$ cat src/rtl/lzw_code_packer.sv
`default_nettype none
// ============================================================================
//  Module      : lzw_code_packer
//  Description : Packs fixed-width LZW codes LSB-first (GIF-style) into a
//                continuous byte stream with valid/ready handshakes on both
//                sides. A flush request drains the partial final byte with
//                zero padding and then pulses FlushDone for one cycle.
//  Revision    : 1.0 - initial release
// ----------------------------------------------------------------------------
//  Ports
//    Clock      in   1           single clock, all state updates on posedge
//    Reset_n    in   1           asynchronous active-low reset
//    CodeIn     in   CODE_WIDTH  code to pack
//    CodeValid  in   1           CodeIn valid this cycle
//    CodeReady  out  1           packer accepts a code this cycle
//    Flush      in   1           single-cycle request to drain pending bits
//    OutByte    out  8           packed output byte
//    OutValid   out  1           OutByte valid
//    OutReady   in   1           consumer takes OutByte this cycle
//    FlushDone  out  1           one-cycle pulse when a flush has completed
//    BitCount   out  5           pending bits in the accumulator
//    BytesOut   out  16          running count of emitted bytes (wraps)
//  The 5-bit BitCount limits ACC_WIDTH to at most 31.
// ============================================================================
module lzw_code_packer #(
   parameter int CODE_WIDTH = 12,
   parameter int ACC_WIDTH  = 2 * CODE_WIDTH
) (
   input  logic                  Clock,
   input  logic                  Reset_n,
   input  logic [CODE_WIDTH-1:0] CodeIn,
   input  logic                  CodeValid,
   output logic                  CodeReady,
   input  logic                  Flush,
   output logic [7:0]            OutByte,
   output logic                  OutValid,
   input  logic                  OutReady,
   output logic                  FlushDone,
   output logic [4:0]            BitCount,
   output logic [15:0]           BytesOut
);

   localparam logic [4:0] C_CODE_W   = 5'(CODE_WIDTH);
   localparam logic [4:0] C_READY_MAX = 5'(ACC_WIDTH - CODE_WIDTH);

   typedef enum logic [1:0] {
      ST_RUN   = 2'd0,
      ST_FLUSH = 2'd1,
      ST_DONE  = 2'd2
   } state_t;

   state_t                 state_q,     state_d;
   logic [ACC_WIDTH-1:0]   acc_q,       acc_d;
   logic [4:0]             bit_count_q, bit_count_d;
   logic [15:0]            bytes_out_q, bytes_out_d;

   logic                   w_accept;
   logic                   w_emit;
   logic [ACC_WIDTH-1:0]   w_acc_base;
   logic [4:0]             w_cnt_base;
   logic [ACC_WIDTH-1:0]   w_code_ext;

   // Handshake-side outputs are pure functions of the registers.
   assign CodeReady = (state_q == ST_RUN) && (bit_count_q <= C_READY_MAX);
   assign OutValid  = (bit_count_q >= 5'd8) ||
                      ((state_q == ST_FLUSH) && (bit_count_q != 5'd0));
   assign OutByte   = acc_q[7:0];
   assign FlushDone = (state_q == ST_DONE);
   assign BitCount  = bit_count_q;
   assign BytesOut  = bytes_out_q;

   assign w_accept   = CodeValid && CodeReady;
   assign w_emit     = OutValid && OutReady;
   assign w_code_ext = ACC_WIDTH'(CodeIn);

   // Accumulator and counters. The byte removal is applied first; the
   // post-removal count is then the insertion point for a new code, which
   // covers accept-only, emit-only and the combined case uniformly. Because
   // bits above the count are always zero, a short final flush byte is
   // padded with zeros for free.
   always_comb begin
      w_acc_base  = acc_q;
      w_cnt_base  = bit_count_q;
      acc_d       = acc_q;
      bit_count_d = bit_count_q;
      bytes_out_d = bytes_out_q;

      if (w_emit) begin
         w_acc_base  = acc_q >> 8;
         w_cnt_base  = (bit_count_q >= 5'd8) ? (bit_count_q - 5'd8) : 5'd0;
         bytes_out_d = bytes_out_q + 16'd1;
      end

      acc_d       = w_acc_base;
      bit_count_d = w_cnt_base;

      if (w_accept) begin
         acc_d       = w_acc_base | (w_code_ext << w_cnt_base);
         bit_count_d = w_cnt_base + C_CODE_W;
      end
   end

   // Control FSM. A code accepted alongside Flush is packed by the datapath
   // above in the same cycle, so it is included in the drain.
   always_comb begin
      state_d = state_q;
      case (state_q)
         ST_RUN: begin
            if (Flush) state_d = ST_FLUSH;
         end
         ST_FLUSH: begin
            if (bit_count_q == 5'd0) state_d = ST_DONE;
         end
         ST_DONE: begin
            state_d = ST_RUN;
         end
         default: begin
            state_d = ST_RUN;
         end
      endcase
   end

   always_ff @(posedge Clock or negedge Reset_n) begin
      if (!Reset_n) begin
         state_q     <= ST_RUN;
         acc_q       <= '0;
         bit_count_q <= 5'd0;
         bytes_out_q <= 16'd0;
      end else begin
         state_q     <= state_d;
         acc_q       <= acc_d;
         bit_count_q <= bit_count_d;
         bytes_out_q <= bytes_out_d;
      end
   end

endmodule
`default_nettype wire

$ cat config.mk
export PLATFORM = sky130hd
export DESIGN_NAME = lzw_code_packer
export DESIGN_NICKNAME = d
export VERILOG_FILES = /design/src/rtl/lzw_code_packer.sv
export SDC_FILE = /design/constraint.sdc
export NUM_CORES = 1
export LEC_CHECK = 0
export CAP_MARGIN = 40
export CORE_MARGIN = 2
export CORE_UTILIZATION = 40
export DETAILED_ROUTE_END_ITERATION = 8
export PLACE_DENSITY = 0.67
export SLEW_MARGIN = 15
export SYNTH_ARGS = -nofsm -noshare
export SYNTH_HDL_FRONTEND = slang
export SYNTH_SLANG_ARGS = --single-unit
$ cat constraint.sdc
create_clock -name Clock -period 2.53 [get_ports Clock]
set_input_delay 0.6325 -clock Clock [delete_from_list [all_inputs] [get_ports Clock]]
set_output_delay 0.6325 -clock Clock [all_outputs]
set_load 0.03 [all_outputs]
==> impl_metrics.toml, run 1 <==
[detailed_routing]
via_per_inst = 5.63
drt-total-wl_um = 7870
dr.pass1.iters = 4
wl_per_cell_um = 15.7
drt_first_iter_violations = 115
postRouteAntennaNets = 0
drc = 0
vias = 2825

[logic_synthesis]
synth_nets = 356
async_reset_ff_share_pct = 100
yosysSeqAreaShare_pct = 38.0
synthCells = 335
synth_flop_cell = "dfrtp_1"
avgSynthCellArea_um2 = 9.24
ys_warn_count = 0
syn-cell-area_mm2 = 0.00309
synth_edf_count = 0
yosysUniqueCellTypes = 58
synth_seq_cells = 47

[place]
io_buffers = 48
pre_cts_ws_ns = -0.282
hpwl_um = 5950
place_inst = 494
place.gp.congestion = 0.915

[critical_path]
cp.arrival_ns = 1.85
worstSetupEndpointType = "output port"
worstPathRequired_ns = 1.90
worst-path-max-fanout = 3
crit_type = "reg -> out"
cp-start-kind = "register"

[cts]
cts_made_buffers = 5
cts_tree = "yes"
cts_hold_buf = 0
cts.sinks = 47
path_clk_slew_ns = 0.09
clk-insertion-delay-late_ns = 0.32
clockBufferDepth = 2
ctsRootBufferMaster = "clkbuf_8"
htree_levels = 2
post-cts-setup-buffer-count = 0

[power]
power_frac_comb_pct = 56.4
switching_power_mw = 1.77
powerDensity_mw_per_mm2 = 1040
internal_power_mw = 2.30
p_leak_nw = 1.70
power_frac_seq_pct = 29.3
ir_drop_v = 0.000561
clockPowerShare_pct = 14.2
p_sw_share_pct = 43.4

[finish]
layout_commonest_cell = "dfrtp_1"
instances_no_fill = 502
antenna_cells = 0
utilization_pct = 51.2
final_cell_mix = "46 x dfrtp_1, 44 x clkdlybuf4s50_1, 39 x buf_4"
final_nets = 420
area_growth_pct = 25.8
drive_gt1_share_pct = 18.8

[global_routing]
antenna_found_initial = 0
grt_pass1_wl_um = 13400
grt_pass1_vias = 2764
grt_max_degree = 48
grt_usage_pct = 19.8
gr-total-overflow = 0

[floorplanning]
initial_core_util_pct = 40.7
die_area_mm2 = 0.00845
fp.dieW_um = 92.0
boundaryPins = 49
die_h_um = 92.0
num_rows = 32
coreArea_mm2 = 0.00761

[timing]
worst_pin_slew_ns = 0.600
fin_hold_ws_ns = 0.397
slew-limit-headroom_pct = 60.0
skew_ns = 0.00990
finalSetupViolations = 0
finalHoldViolCount = 0
finalWorstSetupSlack_ns = 0.0484
fmax_ghz = 0.403
rsz0062_at_grt = "no"
drv_slew = 0
min_period_ns = 2.48
fin_crit_sh_pct = 98.1

[status]
status = "complete, no violations"

[hold_path]
hp-class = "in -> async"

[flow_run]
max_cap_viol_count = 0
power groups by stage:
stage | Clock, mW | Combinational (mW) | Sequential, mW
final | 0.579 | 2.29 | 1.19
after global routing | 0.622 | 2.49 | 1.23
after CTS | 0.592 | 2.27 | 1.19
after detailed placement | 0 | 2.27 | 1.21
after global placement | 0 | 2.23 | 1.20
after floorplan | 0 | 1.39 | 1.32
state kept, by name, summed over array words and instances (netlist names):
name and cells:
BitCount 5, BytesOut 16, acc_q 24, state_q 2
cell families (layout without fill, tap and decap cells):
family,count (synthesis),after routing,synth area share (%)
mux,20,20,6.63
buf+inv,40,105,8.45
xor+xnor,17,17,4.81
fa+ha+maj,4,4,1.62
simple gates,129,129,22.2
flops,47,47,38.0
compound gates,78,78,18.2
cell usage after synthesis, types with 3 or more instances:
cell type / instances / share of area, %
xor2_1: 9 / 2.5
a21oi_1: 8 / 1.3
o2111ai_1: 4 / 1.1
nand2_1: 31 / 3.8
o211ai_1: 8 / 1.9
mux2_2: 4 / 1.5
buf_4: 9 / 2.2
nor2_1: 27 / 3.3
nand4b_1: 4 / 1.1
nand2b_1: 4 / 0.81
and3_1: 4 / 0.81
buf_2: 5 / 0.81
inv_1: 12 / 1.5
nor2b_1: 4 / 0.81
clkbuf_1: 6 / 0.73
buf_6: 6 / 2.2
nor3_1: 11 / 1.8
nand4_1: 4 / 0.81
o211a_1: 4 / 1.3
mux2i_1: 16 / 5.2
nand3_1: 10 / 1.6
nor2_2: 8 / 1.6
o22ai_1: 9 / 1.8
o21ai_0: 10 / 1.6
dfrtp_1: 47 / 38
o221ai_1: 9 / 2.5
ha_1: 4 / 1.6
or3_1: 6 / 1.2
a21boi_0: 3 / 0.73
xnor2_1: 8 / 2.3
a31oi_1: 6 / 1.2
and2_1: 3 / 0.61
layer usage:
metal  GRT usage [%]  vias to the layer above  share of wire (%)
met5               0                        -                  0
met4            8.33                        0                2.5
met3            2.88                       17                4.2
met2            33.1                       75                 49
met1            25.6                     1388                 45
li1                -                     1345                  -
critical path, cell delays in order (launching register included):
cell     delay [ns]
dfrtp_1        0.40
or4_4          0.56
a221o_2        0.40
buf_4          0.18
layout make-up:
class	count	area (um^2)
Inverter	12	45.0
Timing Repair Buffer	85	751
Sequential cell	47	1180
Fill cell	732	3710
Clock buffer	5	68.8
Tap cell	102	128
Clock inverter	3	46.3
Multi-Input combinational cell	248	1680
timing repair:
item,in CTS,in global routing
setup endpoints to repair,1,10
hold endpoints to repair,0,0
resized for setup,5,10
path summary, 6_finish.rpt:
check	from	endpoint	slack, ns	depth (start not counted)
worst max-delay path	BitCount[4]	OutValid	0.05	3
worst max register to register	BitCount[4]	acc_q[8]	0.17	6
worst min register to register	BytesOut[15]	BytesOut[15]	0.47	1
max in group asynchronous	Reset_n	BitCount[3]	1.70	2
worst min-delay path	Reset_n	BytesOut[7]	0.40	2
min in group Clock	BytesOut[15]	BytesOut[15]	0.47	1
through the flow:
stage | cell area, um^2 | setup TNS, ns | total power, mW
after floorplan | 3090 | 0 | 2.72
after global placement | 3760 | -0.933 | 3.43
after detailed placement | 3760 | -2.73 | 3.47
after CTS | 3870 | 0 | 4.05
after global routing | 3890 | 0 | 4.35
final | 3890 | 0 | 4.06
No activity file was read; power rests on OpenSTA's default activity.
==> inputs of run 2 (changes only) <==
Settings changed: SLEW_MARGIN 15 to 25.
==> results of run 2 <==
Final layout, timing and power as in run 1 (identical DEF).
